**src/rtl/scoreboard_pkg.sv**
```systemverilog
// Shared constants, display-state type and nibble helpers for the scoreboard display.
package scoreboard_pkg;

  localparam int unsigned NUM_DIGITS  = 8;
  localparam logic [3:0]  BLANK_GLYPH = 4'hF;

  typedef enum logic {SCORE, MSG} disp_state_t;

  function automatic logic [3:0] nibble_at(input logic [31:0] w, input logic [2:0] k);
    return w[{k, 2'b00} +: 4];
  endfunction

  // Digit k (k >= 1) is a leading zero when it and every digit to its left are zero.
  function automatic logic lz_blank(input logic [31:0] w, input logic [2:0] k);
    logic z;
    z = 1'b1;
    for (int unsigned j = 0; j < NUM_DIGITS; j++) begin
      if (j >= 32'(k)) z = z & (w[4*j +: 4] == 4'h0);
    end
    return z && (k != 3'd0);
  endfunction

endpackage

```
**src/rtl/refresh_prescaler.sv**
```systemverilog
// Divides the system clock into digit slots and steps the 3-bit digit index.
module refresh_prescaler #(
  parameter int unsigned REFRESH_DIV = 100000
) (
  input  logic       clk,
  input  logic       reset,
  output logic       slot_tick,
  output logic [2:0] idx
);

  localparam int unsigned PW = (REFRESH_DIV > 1) ? $clog2(REFRESH_DIV) : 1;

  logic [PW-1:0] pcnt;

  assign slot_tick = (pcnt == PW'(REFRESH_DIV - 1));

  always_ff @(posedge clk or posedge reset) begin
    if (reset) begin
      pcnt <= '0;
      idx  <= '0;
    end else if (slot_tick) begin
      pcnt <= '0;
      idx  <= idx + 3'd1;
    end else begin
      pcnt <= pcnt + PW'(1);
    end
  end

endmodule

```
**src/rtl/scoreboard_display_sched.sv**
```systemverilog
// Seven-segment scan scheduler: arbitrates live score vs. one-shot message at frame boundaries.
module scoreboard_display_sched
  import scoreboard_pkg::*;
#(
  parameter int unsigned REFRESH_DIV = 100000,
  parameter int unsigned HOLD_FRAMES = 500
) (
  input  logic        clk,
  input  logic        reset,
  input  logic [31:0] score_bcd,
  input  logic        score_load,
  input  logic        msg_req,
  input  logic [31:0] msg_data,
  output logic        msg_ack,
  output logic        msg_active,
  output logic [7:0]  an,
  output logic [3:0]  digit,
  output logic        blank,
  output logic        frame_tick
);

  localparam int unsigned HW = (HOLD_FRAMES > 1) ? $clog2(HOLD_FRAMES + 1) : 1;

  logic          slot_tick;
  logic [2:0]    idx;
  logic [2:0]    nidx;
  logic          boundary;
  disp_state_t   state, nstate;
  logic [31:0]   pend, disp, msg;
  logic [31:0]   ndisp, nmsg;
  logic [HW-1:0] hold, nhold;
  logic          nack;
  logic [3:0]    nnib;
  logic          nblank;

  refresh_prescaler #(.REFRESH_DIV(REFRESH_DIV)) u_presc (
    .clk       (clk),
    .reset     (reset),
    .slot_tick (slot_tick),
    .idx       (idx)
  );

  assign boundary   = slot_tick && (idx == 3'd7);
  assign frame_tick = boundary;
  assign msg_active = (state == MSG);

  // Digit outputs are registered from the post-edge view (next idx, next frame
  // contents) so that an, digit and blank all switch on the same clock edge.
  always_comb begin
    nidx   = idx + 3'd1;
    nstate = state;
    nhold  = hold;
    nmsg   = msg;
    ndisp  = disp;
    nack   = 1'b0;
    nnib   = '0;
    nblank = 1'b0;
    if (boundary) begin
      ndisp = score_load ? score_bcd : pend;
      case (state)
        SCORE: begin
          if (msg_req) begin
            nstate = MSG;
            nmsg   = msg_data;
            nack   = 1'b1;
            nhold  = HW'(HOLD_FRAMES - 1);
          end
        end
        MSG: begin
          if (hold == '0) nstate = SCORE;
          else            nhold  = hold - HW'(1);
        end
        default: nstate = SCORE;
      endcase
    end
    if (nstate == MSG) begin
      nnib   = nibble_at(nmsg, nidx);
      nblank = (nnib == BLANK_GLYPH);
    end else begin
      nnib   = nibble_at(ndisp, nidx);
      nblank = lz_blank(ndisp, nidx);
    end
  end

  always_ff @(posedge clk or posedge reset) begin
    if (reset) begin
      state   <= SCORE;
      hold    <= '0;
      pend    <= '0;
      disp    <= '0;
      msg     <= '1;
      msg_ack <= 1'b0;
      an      <= 8'hFE;
      digit   <= '0;
      blank   <= 1'b0;
    end else begin
      state   <= nstate;
      hold    <= nhold;
      msg     <= nmsg;
      disp    <= ndisp;
      msg_ack <= nack;
      if (score_load) pend <= score_bcd;
      if (slot_tick) begin
        an    <= ~(8'h01 << nidx);
        digit <= nnib;
        blank <= nblank;
      end
    end
  end

endmodule

```
**config.mk**
```make
export PLATFORM = sky130hd
export DESIGN_NAME = scoreboard_display_sched
export DESIGN_NICKNAME = d
export VERILOG_FILES = /design/src/rtl/scoreboard_pkg.sv /design/src/rtl/refresh_prescaler.sv /design/src/rtl/scoreboard_display_sched.sv
export SDC_FILE = /design/constraint.sdc
export NUM_CORES = 1
export LEC_CHECK = 0
export CORE_MARGIN = 3
export CORE_UTILIZATION = 45
export DETAILED_ROUTE_END_ITERATION = 12
export PLACE_DENSITY = 0.68
export SYNTH_ARGS = -nofsm -noshare
export SYNTH_HDL_FRONTEND = slang
export SYNTH_HIERARCHICAL = 1
export SYNTH_SLANG_ARGS = --single-unit
export TNS_END_PERCENT = 30
```
**constraint.sdc**
```tcl
create_clock -name clk -period 4.1 [get_ports clk]
set_input_delay 0.82 -clock clk [delete_from_list [all_inputs] [get_ports clk]]
set_output_delay 0.82 -clock clk [all_outputs]
set_load 0.05 [all_outputs]
```
==> flow_summary.json <==
{
  "run_status": "finished, final reports clean",
  "setup_ws_ps": 352.6,
  "fillers": 1225,
  "fin_nets": 744,
  "start_util_pct": 46.30,
  "fin_tns_setup_ps": 0,
  "cts_tree": "done",
  "setup_viol": 0,
  "p_per_area_nw_per_um2": 361.5,
  "drive_above_1_share_pct": 23.09,
  "dp.cells": 832,
  "syn_to_final_growth_pct": 23.34,
  "first_global_vias": 4962,
  "path_cells": "nor2_1 > nand3_1 > or4_1 > nor3_2 > buf_4 > nand2_4 > inv_4 > buf_4 > buf_12",
  "cts_hold_repair.buffers": 0,
  "cts-root-buf": "clkbuf_16",
  "synthesis.instances": 579,
  "rsz0062_at_grt": "false",
  "ant_nets": 0,
  "finClkSkew_ps": 4.528,
  "vias": 4718,
  "synth_cell_types": 69,
  "cts-buffers-inserted": 17,
  "dr.pass1.iters": 4,
  "worst_setup_path_start_kind": "flop",
  "worst_skew_pair.late_latency_ps": 420,
  "cellLeakagePower_nw": 3.695,
  "portBuffers": 83,
  "crit_path_top_delay_cell": "or4_1",
  "drc_errors": 0,
  "reg2reg_from": "u_presc/pcnt[8]",
  "post-place-ws_ps": 618.9,
  "crit_start": "u_presc/pcnt[8]",
  "die-width_um": 128.8,
  "routed_wl_mm": 15.33,
  "tightest_slew_ps": 794.7,
  "core-area_um2": 14640,
  "rrSetupSlack_ps": 610,
  "critPathMaxFanout": 34,
  "crit_required_ps": 3280,
  "pin_count": 84,
  "ys_warn_count": 6,
  "fmax_mhz": 266.9,
  "grt_max_degree": 61,
  "die_area_um2": 16580,
  "ctsLongestPathBuffers": 2,
  "cp_slowest_stage_delay_ps": 490,
  "cts_setup_buffers": 0,
  "worstSetupPathType": "reg2out",
  "antenna_found_initial": 0,
  "period_minus_slack_ps": 3747,
  "clk_pin_slew_ps": 60,
  "final_util_pct": 57.11,
  "ys_seq_elements": 140,
  "dr.first_iter.drc_count": 293,
  "ys.flop_type": "dfrtp_1",
  "hold_violations": 0,
  "rows": 44,
  "slew_viol_final": 0,
  "hp-class": "reg2reg",
  "grt_remaining_overflow": 0,
  "min_period_over_period_pct": 91.40,
  "critical-path-top-delay-family": "buffers and inverters",
  "cap_violations": 0,
  "diodes": 0,
  "grt_pass1_wl_mm": 25.29,
  "ys_async_sr_fraction_pct": 100.0,
  "seq_area_frac_synth_pct": 52.39,
  "crit_top_cell": "buf_4",
  "postCtsResizedCells": 0,
  "stdcell_count": 864,
  "synth.net_count": 656,
  "gp_congestion": 0.8848,
  "holdCritStartpoint": "msg[10]",
  "htree_levels": 4,
  "cts.sinks": 140,
  "grtUsageTotal_pct": 19.45,
  "die_h_um": 128.8,
  "vias_per_cell": 5.461,
  "relSlewSlack_pct": 46.62,
  "avgSynthCellArea_um2": 11.71,
  "ir_drop_v": 0.0002501,
  "dp.final_hpwl_mm": 10.89,
  "worst_setup_path_end_kind": "output pin",
  "synth-edff-count": 0,
  "arrival_ps": 2930,
  "synthesis.area_um2": 6780,
  "wl_per_cell_um": 17.74,
  "cp_num_buf_inv": 4
}
-- power breakdown --
part	leakage [nW]	total, mW	switching [mW]	internal [mW]
Sequential	1.66	1.42	0.00701	1.42
Clock	0.270	1.44	0.545	0.895
Combinational	1.76	0.161	0.0686	0.0923
-- layout make-up --
class / count / area (um2) / share of cell area (%)
inverters: 46 / 177.7 / 2.124
well taps: 184 / 230.2 / 2.753
multi-input cells: 366 / 2893 / 34.59
flip-flops and latches: 140 / 3552 / 42.47
repair buffers: 96 / 950.9 / 11.37
clock inverters: 6 / 60.06 / 0.7181
clock buffers: 26 / 499.2 / 5.969
-- through the flow --
step / hold WS (ps) / power, mW / cell area, um2
floorplan: 438.8 / 1.517 / 6780
global placement: 446.8 / 1.607 / 7804
detailed placement: 448.8 / 1.611 / 7804
CTS: 458.5 / 3.054 / 8363
global route: 471.8 / 3.140 / 8363
finish: 457.1 / 3.023 / 8363
-- per-layer routing --
metal	wire (um)	global-route usage, %	up-vias
li1	-	-	2227
met1	6818	25.38	2343
met2	7415	31.55	122
met3	783	5.147	26
met4	312	6.733	0
met5	0	0	-
-- worst min-delay path: stages (launching register included) --
cell and delay, ps:
dfstp_2 360, nand2_1 50, nand2_1 40
-- cells in the final DEF, fill, tap and decap left out, types with 5 or more instances in the layout --
cell,instances
a32oi_1,5
xnor2_1,12
dfstp_2,39
nand2_1,65
clkbuf_16,17
o211ai_1,5
inv_1,42
mux2i_1,42
clkdlybuf4s50_1,82
nand4_1,14
ha_1,9
clkbuf_1,5
nor2_1,29
nor3_1,9
xor2_1,7
dfrtp_1,101
nand3_1,11
buf_4,12
mux2_2,47
o21ai_0,10
or3_1,6
nand4b_1,9
a21oi_1,6
o22ai_1,5
o22a_1,5
-- synth_stat cells (4+ instances only) --
cell      instances  area (um2)
nand4_1          14       87.58
a21oi_1           6       30.03
mux2_2           47       529.3
o22a_1            5       43.79
mux2i_1          42       420.4
inv_1            43       161.4
nand2_1          65       244.0
nand4b_1          9       78.83
nor3_1           10       50.05
a31oi_1           4       25.02
dfstp_2          39        1025
a32oi_1           5       43.79
buf_6             7       78.83
dfrtp_1         101        2527
o21ai_0          10       50.05
nand2b_1          4       25.02
nor2_1           29       108.9
nand3_1          11       55.05
clkbuf_1         13       48.80
xor2_1            7       61.31
xnor2_1          12       105.1
ha_1              9       112.6
o22ai_1           5       31.28
or3_1             6       37.54
o211ai_1          5       37.54
mux2_4            4       60.06
-- flip-flops by register name, summed over array words and instances, names as in the netlist --
| signal | flops |
|---|---|
| disp | 32 |
| msg | 32 |
| pend | 32 |
| u_presc/pcnt | 17 |
| hold | 9 |
| an | 8 |
| digit | 4 |
| u_presc/idx | 3 |
| blank | 1 |
| msg_ack | 1 |
| msg_active | 1 |
-- cell families after synthesis --
family,count (synthesis),synth area share (%)
muxes,101,17.09
and+or+nand+nor,170,13.40
xor gates and xnor gates,20,2.694
adders and majority gates,9,1.661
DFF,140,52.39
buffers and inverters,73,5.019
AOI/OAI and AO/OA,66,7.751
-- worst paths after layout --
kind                            depth (start not counted)         end
worst max-delay path                                    9  frame_tick
worst min-delay path                                    2     msg[10]
worst max register to register                         12    digit[1]
worst min register to register                          2     msg[10]
max in group asynchronous                               3      msg[0]
min in group asynchronous                               2     msg_ack
No activity file was read; power rests on OpenSTA's default activity.
